<file path="src/rtl/btb_predictor_if.sv">
// rtl/btb_predictor_if.sv - fetch/execute side bundle of the branch target buffer
//
// Groups the IF lookup, EX update/redirect and statistics signals.
//   master : core side (drives LOOKUP_PC, UPD_*, FLUSH; receives predictions/redirect/stats)
//   slave  : btb_predictor side
interface btb_predictor_if #(
    parameter int ADDR_W = 12
);
    logic [ADDR_W-1:0] LOOKUP_PC;
    logic              PRED_HIT;
    logic              PRED_TAKEN;
    logic [ADDR_W-1:0] PRED_TARGET;
    logic              UPD_VALID;
    logic [ADDR_W-1:0] UPD_PC;
    logic              UPD_TAKEN;
    logic [ADDR_W-1:0] UPD_TARGET;
    logic              UPD_PRED_TAKEN;
    logic [ADDR_W-1:0] UPD_PRED_TARGET;
    logic              FLUSH;
    logic              MISPREDICT;
    logic [ADDR_W-1:0] REDIRECT_PC;
    logic [31:0]       STAT_LOOKUPS;
    logic [31:0]       STAT_MISPRED;

    modport master (
        output LOOKUP_PC, UPD_VALID, UPD_PC, UPD_TAKEN, UPD_TARGET,
               UPD_PRED_TAKEN, UPD_PRED_TARGET, FLUSH,
        input  PRED_HIT, PRED_TAKEN, PRED_TARGET, MISPREDICT, REDIRECT_PC,
               STAT_LOOKUPS, STAT_MISPRED
    );

    modport slave (
        input  LOOKUP_PC, UPD_VALID, UPD_PC, UPD_TAKEN, UPD_TARGET,
               UPD_PRED_TAKEN, UPD_PRED_TARGET, FLUSH,
        output PRED_HIT, PRED_TAKEN, PRED_TARGET, MISPREDICT, REDIRECT_PC,
               STAT_LOOKUPS, STAT_MISPRED
    );
endinterface

</file>
<file path="src/rtl/btb_predictor.sv">
// rtl/btb_predictor.sv - direct-mapped branch target buffer with 2-bit direction counters
//
// IF looks up LOOKUP_PC combinationally and gets a next-PC prediction in the same
// cycle. EX reports resolved control transfers on UPD_*; the block raises MISPREDICT
// with REDIRECT_PC and trains the table on the following posedge.
//
// Ports:
//   CLK   : clock, all state updates on posedge
//   RSTn  : synchronous active-low reset (overrides FLUSH and updates)
//   bus   : btb_predictor_if.slave - lookup, update, flush, redirect, statistics
//
// Optional feature macro: BTB_STATS_EN (update / mispredict counters on
// STAT_LOOKUPS / STAT_MISPRED; without it both read 32'h0).
module btb_predictor #(
    parameter int         ENTRIES  = 16,
    parameter int         ADDR_W   = 12,
    parameter logic [1:0] CNT_INIT = 2'b01
) (
    input  logic             CLK,
    input  logic             RSTn,
    btb_predictor_if.slave   bus
);
    localparam int IDX_W = $clog2(ENTRIES);
    localparam int TAG_W = ADDR_W - IDX_W - 2;

    logic [ENTRIES-1:0] valid_q;
    logic [1:0]         cnt_q    [ENTRIES];
    logic [TAG_W-1:0]   tag_q    [ENTRIES];
    logic [ADDR_W-1:0]  target_q [ENTRIES];

    // Lookup path
    logic [IDX_W-1:0]  lk_idx;
    logic [TAG_W-1:0]  lk_tag;
    logic              lk_hit;
    logic              lk_taken;

    assign lk_idx   = bus.LOOKUP_PC[IDX_W+1:2];
    assign lk_tag   = bus.LOOKUP_PC[ADDR_W-1:IDX_W+2];
    assign lk_hit   = valid_q[lk_idx] && (tag_q[lk_idx] == lk_tag);
    assign lk_taken = lk_hit && cnt_q[lk_idx][1];

    assign bus.PRED_HIT    = lk_hit;
    assign bus.PRED_TAKEN  = lk_taken;
    assign bus.PRED_TARGET = lk_taken ? target_q[lk_idx] : bus.LOOKUP_PC + ADDR_W'(4);

    // Resolution path: comparing the full next PC catches both direction and
    // target errors, so the carried UPD_PRED_TAKEN bit is not needed here.
    logic [IDX_W-1:0]  up_idx;
    logic [TAG_W-1:0]  up_tag;
    logic              up_hit;
    logic [ADDR_W-1:0] actual_next;
    logic              mispredict;

    assign up_idx      = bus.UPD_PC[IDX_W+1:2];
    assign up_tag      = bus.UPD_PC[ADDR_W-1:IDX_W+2];
    assign up_hit      = valid_q[up_idx] && (tag_q[up_idx] == up_tag);
    assign actual_next = bus.UPD_TAKEN ? bus.UPD_TARGET : bus.UPD_PC + ADDR_W'(4);
    assign mispredict  = bus.UPD_VALID && (actual_next != bus.UPD_PRED_TARGET);

    assign bus.MISPREDICT  = mispredict;
    assign bus.REDIRECT_PC = mispredict ? actual_next : '0;

    logic unused_pred_taken;
    assign unused_pred_taken = bus.UPD_PRED_TAKEN;

    // Training is suppressed by reset and by FLUSH.
    logic train;
    assign train = RSTn && !bus.FLUSH && bus.UPD_VALID;

    always_ff @(posedge CLK) begin
        if (!RSTn || bus.FLUSH) begin
            for (int i = 0; i < ENTRIES; i++) begin
                valid_q[i] <= 1'b0;
                cnt_q[i]   <= CNT_INIT;
            end
        end else if (bus.UPD_VALID) begin
            if (up_hit) begin
                if (bus.UPD_TAKEN) begin
                    if (cnt_q[up_idx] != 2'b11)
                        cnt_q[up_idx] <= cnt_q[up_idx] + 2'd1;
                end else begin
                    if (cnt_q[up_idx] != 2'b00)
                        cnt_q[up_idx] <= cnt_q[up_idx] - 2'd1;
                end
            end else if (bus.UPD_TAKEN) begin
                valid_q[up_idx] <= 1'b1;
                cnt_q[up_idx]   <= 2'b10;
            end
        end
    end

    // Tag and target need no reset: they are only meaningful when valid is set.
    // Every taken update writes both; on a hit the tag is rewritten with itself.
    always_ff @(posedge CLK) begin
        if (train && bus.UPD_TAKEN) begin
            tag_q[up_idx]    <= up_tag;
            target_q[up_idx] <= bus.UPD_TARGET;
        end
    end

`ifdef BTB_STATS_EN
    logic [31:0] stat_lookups_q;
    logic [31:0] stat_mispred_q;

    always_ff @(posedge CLK) begin
        if (!RSTn) begin
            stat_lookups_q <= '0;
            stat_mispred_q <= '0;
        end else begin
            if (bus.UPD_VALID)
                stat_lookups_q <= stat_lookups_q + 32'd1;
            if (mispredict)
                stat_mispred_q <= stat_mispred_q + 32'd1;
        end
    end

    assign bus.STAT_LOOKUPS = stat_lookups_q;
    assign bus.STAT_MISPRED = stat_mispred_q;
`else
    assign bus.STAT_LOOKUPS = 32'h0;
    assign bus.STAT_MISPRED = 32'h0;
`endif

endmodule

</file>
<file path="src/flat_wrapper.sv">
// flat-port wrapper written by rule: the top's interface ports become plain ports
module btb_predictor_flat 
#(
    parameter int         ENTRIES  = 16,
    parameter int         ADDR_W   = 12,
    parameter logic [1:0] CNT_INIT = 2'b01
)
  (CLK, RSTn, bus_LOOKUP_PC, bus_UPD_VALID, bus_UPD_PC, bus_UPD_TAKEN, bus_UPD_TARGET, bus_UPD_PRED_TAKEN, bus_UPD_PRED_TARGET, bus_FLUSH, bus_PRED_HIT, bus_PRED_TAKEN, bus_PRED_TARGET, bus_MISPREDICT, bus_REDIRECT_PC, bus_STAT_LOOKUPS, bus_STAT_MISPRED);
  btb_predictor_if #(.ADDR_W(ADDR_W)) bus_i ();
  input  logic CLK;
  input  logic RSTn;
  input wire logic [$bits(bus_i.LOOKUP_PC)-1:0] bus_LOOKUP_PC;
  input wire logic [$bits(bus_i.UPD_VALID)-1:0] bus_UPD_VALID;
  input wire logic [$bits(bus_i.UPD_PC)-1:0] bus_UPD_PC;
  input wire logic [$bits(bus_i.UPD_TAKEN)-1:0] bus_UPD_TAKEN;
  input wire logic [$bits(bus_i.UPD_TARGET)-1:0] bus_UPD_TARGET;
  input wire logic [$bits(bus_i.UPD_PRED_TAKEN)-1:0] bus_UPD_PRED_TAKEN;
  input wire logic [$bits(bus_i.UPD_PRED_TARGET)-1:0] bus_UPD_PRED_TARGET;
  input wire logic [$bits(bus_i.FLUSH)-1:0] bus_FLUSH;
  output wire logic [$bits(bus_i.PRED_HIT)-1:0] bus_PRED_HIT;
  output wire logic [$bits(bus_i.PRED_TAKEN)-1:0] bus_PRED_TAKEN;
  output wire logic [$bits(bus_i.PRED_TARGET)-1:0] bus_PRED_TARGET;
  output wire logic [$bits(bus_i.MISPREDICT)-1:0] bus_MISPREDICT;
  output wire logic [$bits(bus_i.REDIRECT_PC)-1:0] bus_REDIRECT_PC;
  output wire logic [$bits(bus_i.STAT_LOOKUPS)-1:0] bus_STAT_LOOKUPS;
  output wire logic [$bits(bus_i.STAT_MISPRED)-1:0] bus_STAT_MISPRED;
  assign bus_i.LOOKUP_PC = bus_LOOKUP_PC;
  assign bus_i.UPD_VALID = bus_UPD_VALID;
  assign bus_i.UPD_PC = bus_UPD_PC;
  assign bus_i.UPD_TAKEN = bus_UPD_TAKEN;
  assign bus_i.UPD_TARGET = bus_UPD_TARGET;
  assign bus_i.UPD_PRED_TAKEN = bus_UPD_PRED_TAKEN;
  assign bus_i.UPD_PRED_TARGET = bus_UPD_PRED_TARGET;
  assign bus_i.FLUSH = bus_FLUSH;
  assign bus_PRED_HIT = bus_i.PRED_HIT;
  assign bus_PRED_TAKEN = bus_i.PRED_TAKEN;
  assign bus_PRED_TARGET = bus_i.PRED_TARGET;
  assign bus_MISPREDICT = bus_i.MISPREDICT;
  assign bus_REDIRECT_PC = bus_i.REDIRECT_PC;
  assign bus_STAT_LOOKUPS = bus_i.STAT_LOOKUPS;
  assign bus_STAT_MISPRED = bus_i.STAT_MISPRED;
  btb_predictor #(.ENTRIES(ENTRIES), .ADDR_W(ADDR_W), .CNT_INIT(CNT_INIT)) u_core (.CLK(CLK), .RSTn(RSTn), .bus(bus_i));
endmodule
</file>
<file path="config.mk">
export PLATFORM = sky130hd
export DESIGN_NAME = btb_predictor_flat
export DESIGN_NICKNAME = d
export VERILOG_FILES = /design/src/rtl/btb_predictor_if.sv /design/src/rtl/btb_predictor.sv /design/src/flat_wrapper.sv
export SDC_FILE = /design/constraint.sdc
export NUM_CORES = 1
export LEC_CHECK = 0
export CORE_ASPECT_RATIO = 1.75
export CORE_UTILIZATION = 40
export DETAILED_ROUTE_END_ITERATION = 16
export PLACE_DENSITY = 0.65
export SETUP_SLACK_MARGIN = 0.1
export SYNTH_ARGS = -nofsm -noshare
export SYNTH_HDL_FRONTEND = slang
export SYNTH_SLANG_ARGS = --single-unit
</file>
<file path="constraint.sdc">
create_clock -name CLK -period 5.3 [get_ports CLK]
set_input_delay 0.53 -clock CLK [delete_from_list [all_inputs] [get_ports CLK]]
set_output_delay 0.53 -clock CLK [all_outputs]
set_load 0.005 [all_outputs]
</file>
# After elaboration in Yosys (flattened, before gate mapping)
# Memory sizes are Yosys's and may differ from the RTL's.
# Cells that the tools add are included.
[totals]
reg_bits = 16
mem_bits_rw = 320
out_inout_bits = 91
word_cells = 68
mem_count = 3
[mem_list]
columns = ["memory", "depth", "word_bits", "read_ports", "rd_clocked_by_memory_dff", "write_ports", "line_no", "source"]
rows = [
  ["u_core.target_q", 16, 12, 1, 0, 1, "btb_predictor.sv:29", "logic [ADDR_W-1:0] target_q [ENTRIES];"],
  ["u_core.tag_q", 16, 6, 2, 0, 1, "btb_predictor.sv:28", "logic [TAG_W-1:0] tag_q [ENTRIES];"],
  ["u_core.cnt_q", 16, 2, 2, 0, 16, "btb_predictor.sv:27", "logic [1:0] cnt_q [ENTRIES];"],
]
[classes]
addsub = 4
n_lt_le_gt_ge = 3
eq_ne = 4
muxes = 35
n_bitwise = 4
reduce_logical = 14
[ops]
columns = ["op", "count"]
rows = [
  ["12-bit 2-to-1 mux", 3],
  ["1-bit 2-to-1 mux", 25],
  ["12-bit by 3-bit adder with 12-bit output, second input constant", 2],
  ["16-bit OR", 1],
  ["6-bit equality test", 2],
  ["12-bit inequality test", 1],
  ["4-bit by 5-bit less-than comparator with 1-bit output, second input constant", 2],
  ["1-bit binary-select mux with 4-bit select", 2],
  ["1-bit logical AND", 8],
  ["2-bit 2-to-1 mux", 3],
  ["1-bit demux with 4-bit select", 1],
  ["4-bit by 1-bit greater-or-equal comparator with 1-bit output, second input constant", 1],
  ["4-bit 2-to-1 mux", 1],
  ["3-bit AND reduction", 1],
  ["2-bit by 1-bit adder with 2-bit output, second input constant", 1],
  ["1-bit zero test", 2],
  ["2-bit inequality test, second input constant", 1],
  ["1-bit OR", 2],
  ["2-bit nonzero test", 1],
  ["2-bit OR reduction", 1],
  ["2-bit by 1-bit subtractor with 2-bit output, second input constant", 1],
  ["1-bit logical OR", 1],
  ["1-bit inverter", 1],
]

# Depth between registers and ports, before layout
# An unclocked memory read counts as a cell.
[depth]
word_depth = 12
mapped_depth = 12
ltp_nobuf = 8

# Worst setup path before layout
# OpenSTA, ideal clock, no wires.
[synth_path]
path_type = "input port to output port"
start = "input port bus_LOOKUP_PC[2]"
end = "output port bus_PRED_TARGET[10]"
t_arrival_ns = 3.051
t_required_ns = 4.770
setup_slack_ns = 1.719
path_stages = 11
path_buffers = 4
path_cell_list = "buf_2 -> buf_4 -> buf_2 -> mux4_2 -> mux2i_1 -> mux2i_1 -> xnor2_1 -> nand2_1 -> nor4b_4 -> buf_4 -> mux2_1"
[synth_between]
elab_chain_len = 5
elab_cells_between_ends = 10
classes_between = "add/sub: 1; eq/ne: 1; mux: 3; reduce/logical: 2; memory: 3"
[synth_rtl]
columns = ["item", "line_no", "source"]
rows = [
  ["start, declared", "flat_wrapper.sv:12", "input wire logic [$bits(bus_i.LOOKUP_PC)-1:0] bus_LOOKUP_PC;"],
  ["memory read 16 x 6 bit or 1-bit binary-select mux with 4-bit select (tied branches)", "--", ""],
  ["6-bit equality test or 1-bit 2-to-1 mux (tied branches)", "btb_predictor.sv:39", "assign lk_hit = valid_q[lk_idx] && (tag_q[lk_idx] == lk_tag);"],
  ["1-bit logical AND", "btb_predictor.sv:39", ""],
  ["1-bit logical AND *", "btb_predictor.sv:40", "assign lk_taken = lk_hit && cnt_q[lk_idx][1];"],
  ["net bus_PRED_TAKEN", "flat_wrapper.sv:21", "output wire logic [$bits(bus_i.PRED_TAKEN)-1:0] bus_PRED_TAKEN;"],
  ["12-bit 2-to-1 mux *", "btb_predictor.sv:44", "assign bus.PRED_TARGET = lk_taken ? target_q[lk_idx] : bus.LOOKUP_PC + ADDR_W'(4);"],
  ["end, declared", "flat_wrapper.sv:22", "output wire logic [$bits(bus_i.PRED_TARGET)-1:0] bus_PRED_TARGET;"],
]
# The timed path passes the listed nets; every way through them passes the cells marked *. The select of a mux whose other input is x is not followed.

# Final worst setup path
[layout_path]
start = "input port bus_UPD_PC[5]"
end = "output port bus_REDIRECT_PC[5]"
[layout_between]
elab_chain_len = 5
[layout_rtl]
columns = ["item", "line_no", "source"]
rows = [
  ["start, declared", "flat_wrapper.sv:14", "input wire logic [$bits(bus_i.UPD_PC)-1:0] bus_UPD_PC;"],
  ["12-bit by 3-bit adder with 12-bit output *", "btb_predictor.sv:57", "assign actual_next = bus.UPD_TAKEN ? bus.UPD_TARGET : bus.UPD_PC + ADDR_W'(4);"],
  ["12-bit 2-to-1 mux *", "btb_predictor.sv:57", ""],
  ["12-bit inequality test", "btb_predictor.sv:58", "assign mispredict = bus.UPD_VALID && (actual_next != bus.UPD_PRED_TARGET);"],
  ["1-bit logical AND", "btb_predictor.sv:58", ""],
  ["12-bit 2-to-1 mux *", "btb_predictor.sv:61", "assign bus.REDIRECT_PC = mispredict ? actual_next : '0;"],
  ["end, declared", "flat_wrapper.sv:24", "output wire logic [$bits(bus_i.REDIRECT_PC)-1:0] bus_REDIRECT_PC;"],
]
# Every way passes the cells marked *; elsewhere a longest branch is shown, timed or not.

==> results.sh <==
export IMPL_syn_to_final_growth_pct=14.3
export IMPL_numClockSinks=336
export IMPL_globalplace_congestion=0.900
export IMPL_cts_buffer_depth=3
export IMPL_io_pins=145
export IMPL_first_pass_iters=6
export IMPL_peakVddDrop_v=0.000213
export IMPL_yosys_area_top_type_share_pct=58.5
export IMPL_core_area_sq_mm=0.0403
export IMPL_max_freq_mhz=224
export IMPL_design_area_sq_mm=0.0188
export IMPL_drt_total_wl_mm=43.7
export IMPL_ctsRootBufferMaster="clkbuf_16"
export IMPL_yosysWarnings=0
export IMPL_startpoint_type="input pin"
export IMPL_arrival_ps=3940
export IMPL_nets=1204
export IMPL_synth_cell_area_sq_mm=0.0164
export IMPL_post_cts_setup_buffers=0
export IMPL_crit_type="in -> out"
export IMPL_path_cells="clkdlybuf4s50_1, nand3_1, o21a_1, o31ai_1, xor2_1, nand3_1, o41ai_2, buf_4, nor2_1, clkdlybuf4s50_1"
export IMPL_slew_viol_final=0
export IMPL_status="completed"
export IMPL_die_area_sq_mm=0.0419
export IMPL_synth_edff_count=320
export IMPL_start_util_pct=40.8
export IMPL_clkTransAtPathRegs_ps=70
export IMPL_crit_required_ps=4770
export IMPL_hp_class="reg -> reg"
export IMPL_powerDensity_mw_per_mm2=298
export IMPL_antenna_found_initial=1
export IMPL_place_hpwl_mm=29.7
export IMPL_finClkSkew_ps=26.9
export IMPL_numCtsBuffers=29
export IMPL_cp_top_family="buffers and inverters"
export IMPL_slew_headroom_pct=32.6
export IMPL_synth_ff_type="edfxtp_1"
export IMPL_grt_overflow=0
export IMPL_grt_max_degree=36
export IMPL_maxCapViolations=0
export IMPL_yosysSeqAreaShare_pct=60.4
export IMPL_row_count=97
export IMPL_drive_gt1_share_pct=22.7
export IMPL_synthTopCellsByArea="edfxtp_1, mux4_2, buf_4"
export IMPL_synth_seq_cells=336
export IMPL_place_area_sq_mm=0.0178
export IMPL_end_kind="primary output"
export IMPL_grt_usage_pct=21.1
export IMPL_p_leak_uw=0.00626
export IMPL_netlist_instances=1045
export IMPL_avgRoutedWirePerCell_microns=25.5
export IMPL_slowest_delay_ps=820
export IMPL_ant_nets=0
export IMPL_hold_violations=0
export IMPL_grt_first_pass_wirelength_mm=63.9
export IMPL_min_period_ps=4470
export IMPL_clock_latency_ps=570
export IMPL_crit_buf_inv=3
export IMPL_avgSynthCellArea_sq_um=15.7
export IMPL_finalCritPeriodShare_pct=84.3
export IMPL_die_width_microns=155
export IMPL_yosysTopAreaCell="edfxtp_1"
export IMPL_cp_slowest_cell="clkdlybuf4s50_1"
export IMPL_grt_pass1_vias=9941
export IMPL_hold_buffers=0
export IMPL_fin_tns_setup_ps=0
export IMPL_io_buffers=79
export IMPL_cts_max_level=1
export IMPL_synth_cell_type_count=60
export IMPL_cts_resized=0
export IMPL_drt_iter0_drc=861
export IMPL_tightest_slew_ps=1010
export IMPL_viasPerCell=5.74
export IMPL_fillerInstances=3524
export IMPL_cts_tree="done"
export IMPL_setup_viol=0
export IMPL_async_flop_share_pct=0
export IMPL_route_detailed_drc=0
export IMPL_rsz0062_at_grt="false"
export IMPL_vias=9835
export IMPL_critPathMaxFanout=8
export IMPL_fp_dieH_microns=270
==> worst paths after layout <==
| check | start | to | slack (ps) | depth (start not counted) |
|---|---|---|---|---|
| worst max-delay path | bus_UPD_PC[5] | bus_REDIRECT_PC[5] | 830 | 10 |
| worst min-delay path | u_core.valid_q[12]$_SDFFE_PP0P_ | u_core.valid_q[12]$_SDFFE_PP0P_ | 460 | 2 |
| worst max register to register | u_core.tag_q[9][3]$_DFFE_PP_ | u_core.cnt_q[6][1]$_SDFFCE_PN0P_ | 1910 | 7 |
| worst min register to register | u_core.valid_q[12]$_SDFFE_PP0P_ | u_core.valid_q[12]$_SDFFE_PP0P_ | 460 | 2 |
==> cell type report <==
| type | instances | area, sq um | share of cell area (%) |
|---|---|---|---|
| sequential | 336 | 9930 | 52.9 |
| multi-input combinational | 600 | 5830 | 31.0 |
| timing repair buffer | 140 | 1250 | 6.65 |
| clock buffer | 31 | 733 | 3.90 |
| tap | 544 | 681 | 3.62 |
| clock inverter | 23 | 214 | 1.14 |
| inverter | 38 | 143 | 0.759 |
| antenna | 1 | 2.50 | 0.0133 |
==> cell usage after synthesis (3+ instances only) <==
cell type / count
nand3_1: 42
nor4_1: 16
inv_1: 35
mux2_1: 11
and3_1: 7
o21ai_1: 4
mux2i_1: 35
a22o_1: 3
o211ai_1: 31
a221o_1: 5
nor3_1: 5
edfxtp_1: 320
nand4_1: 17
and2_1: 4
a221oi_1: 3
buf_4: 68
nand2_1: 63
dfxtp_1: 16
nor2b_1: 7
mux4_2: 125
a21oi_1: 7
buf_1: 7
xnor2_1: 30
o21ai_0: 38
clkbuf_1: 39
xor2_1: 8
ha_1: 5
buf_6: 4
nor2_1: 39
buf_2: 14
==> state kept, by name (all words and copies together) (netlist names) <==
register / flops
u_core.target_q: 192
u_core.cnt_q: 32
u_core.valid_q: 16
u_core.tag_q: 96
==> where the power goes <==
group	leakage [uW]	switching (uW)	internal, uW	total (uW)
combinational	0.00276	308	233	541
clock	0.000461	972	1160	2130
sequential	0.00304	7.87	2920	2930
total	0.00626	1290	4320	5610
==> metrics by stage <==
| stage | worst slack [ps] | hold slack, ps | total power (uW) | utilization (%) | cells |
|---|---|---|---|---|---|
| after global routing | 657 | 477 | 5770 | 46.6 | 1713 |
| final | 830 | 456 | 5610 | 46.6 | 1713 |
| after detailed placement | 794 | 445 | 3530 | 44.3 | 1658 |
| after floorplan | 1720 | 429 | 3340 | - | 1108 |
| after global placement | 796 | 443 | 3530 | 44.3 | 1658 |
| after CTS | 804 | 458 | 5650 | 46.6 | 1712 |
==> kinds of logic after synthesis <==
| logic type | Yosys count | share of synthesized area (%) |
|---|---|---|
| flops | 336 | 60.4 |
| simple gates | 209 | 6.21 |
| mux | 172 | 20.1 |
| buf+inv | 172 | 5.86 |
| compound gates | 112 | 5.00 |
| xor+xnor | 38 | 2.02 |
| fa+ha+maj | 5 | 0.381 |
| other cells | 1 | 0.0228 |
==> metal layers <==
layer,vias up,share of wire [%],track usage [%]
li1,4230,-,-
met1,5095,36,24.9
met2,421,54,38.3
met3,89,5.2,1.94
met4,0,4.5,9.86
met5,-,0,0
==> worst reg2reg max path: cells and delay by family, from the launching register on <==
family	cells	cell delay, ps
DFF	1	400
AOI/OAI and AO/OA	3	1570
muxes	2	820
and+or+nand+nor	1	160
xor gates and xnor gates	1	190
==> cells in the final DEF (no fill, tap or decap), types with 7 or more instances in the layout <==
cell type,instances
conb_1,64
clkinv_1,7
inv_1,35
nand3_1,42
clkdlybuf4s50_1,75
mux2_1,11
buf_4,61
dfxtp_1,16
nand4_1,17
nor2_1,24
clkbuf_16,29
nor2_2,15
nand2_1,63
xor2_1,8
nor4_1,16
o21ai_0,38
a21oi_1,7
mux4_2,125
mux2i_1,35
and3_1,7
edfxtp_1,320
o211ai_1,31
xnor2_1,30
Power figures use the tool's default switching activity.
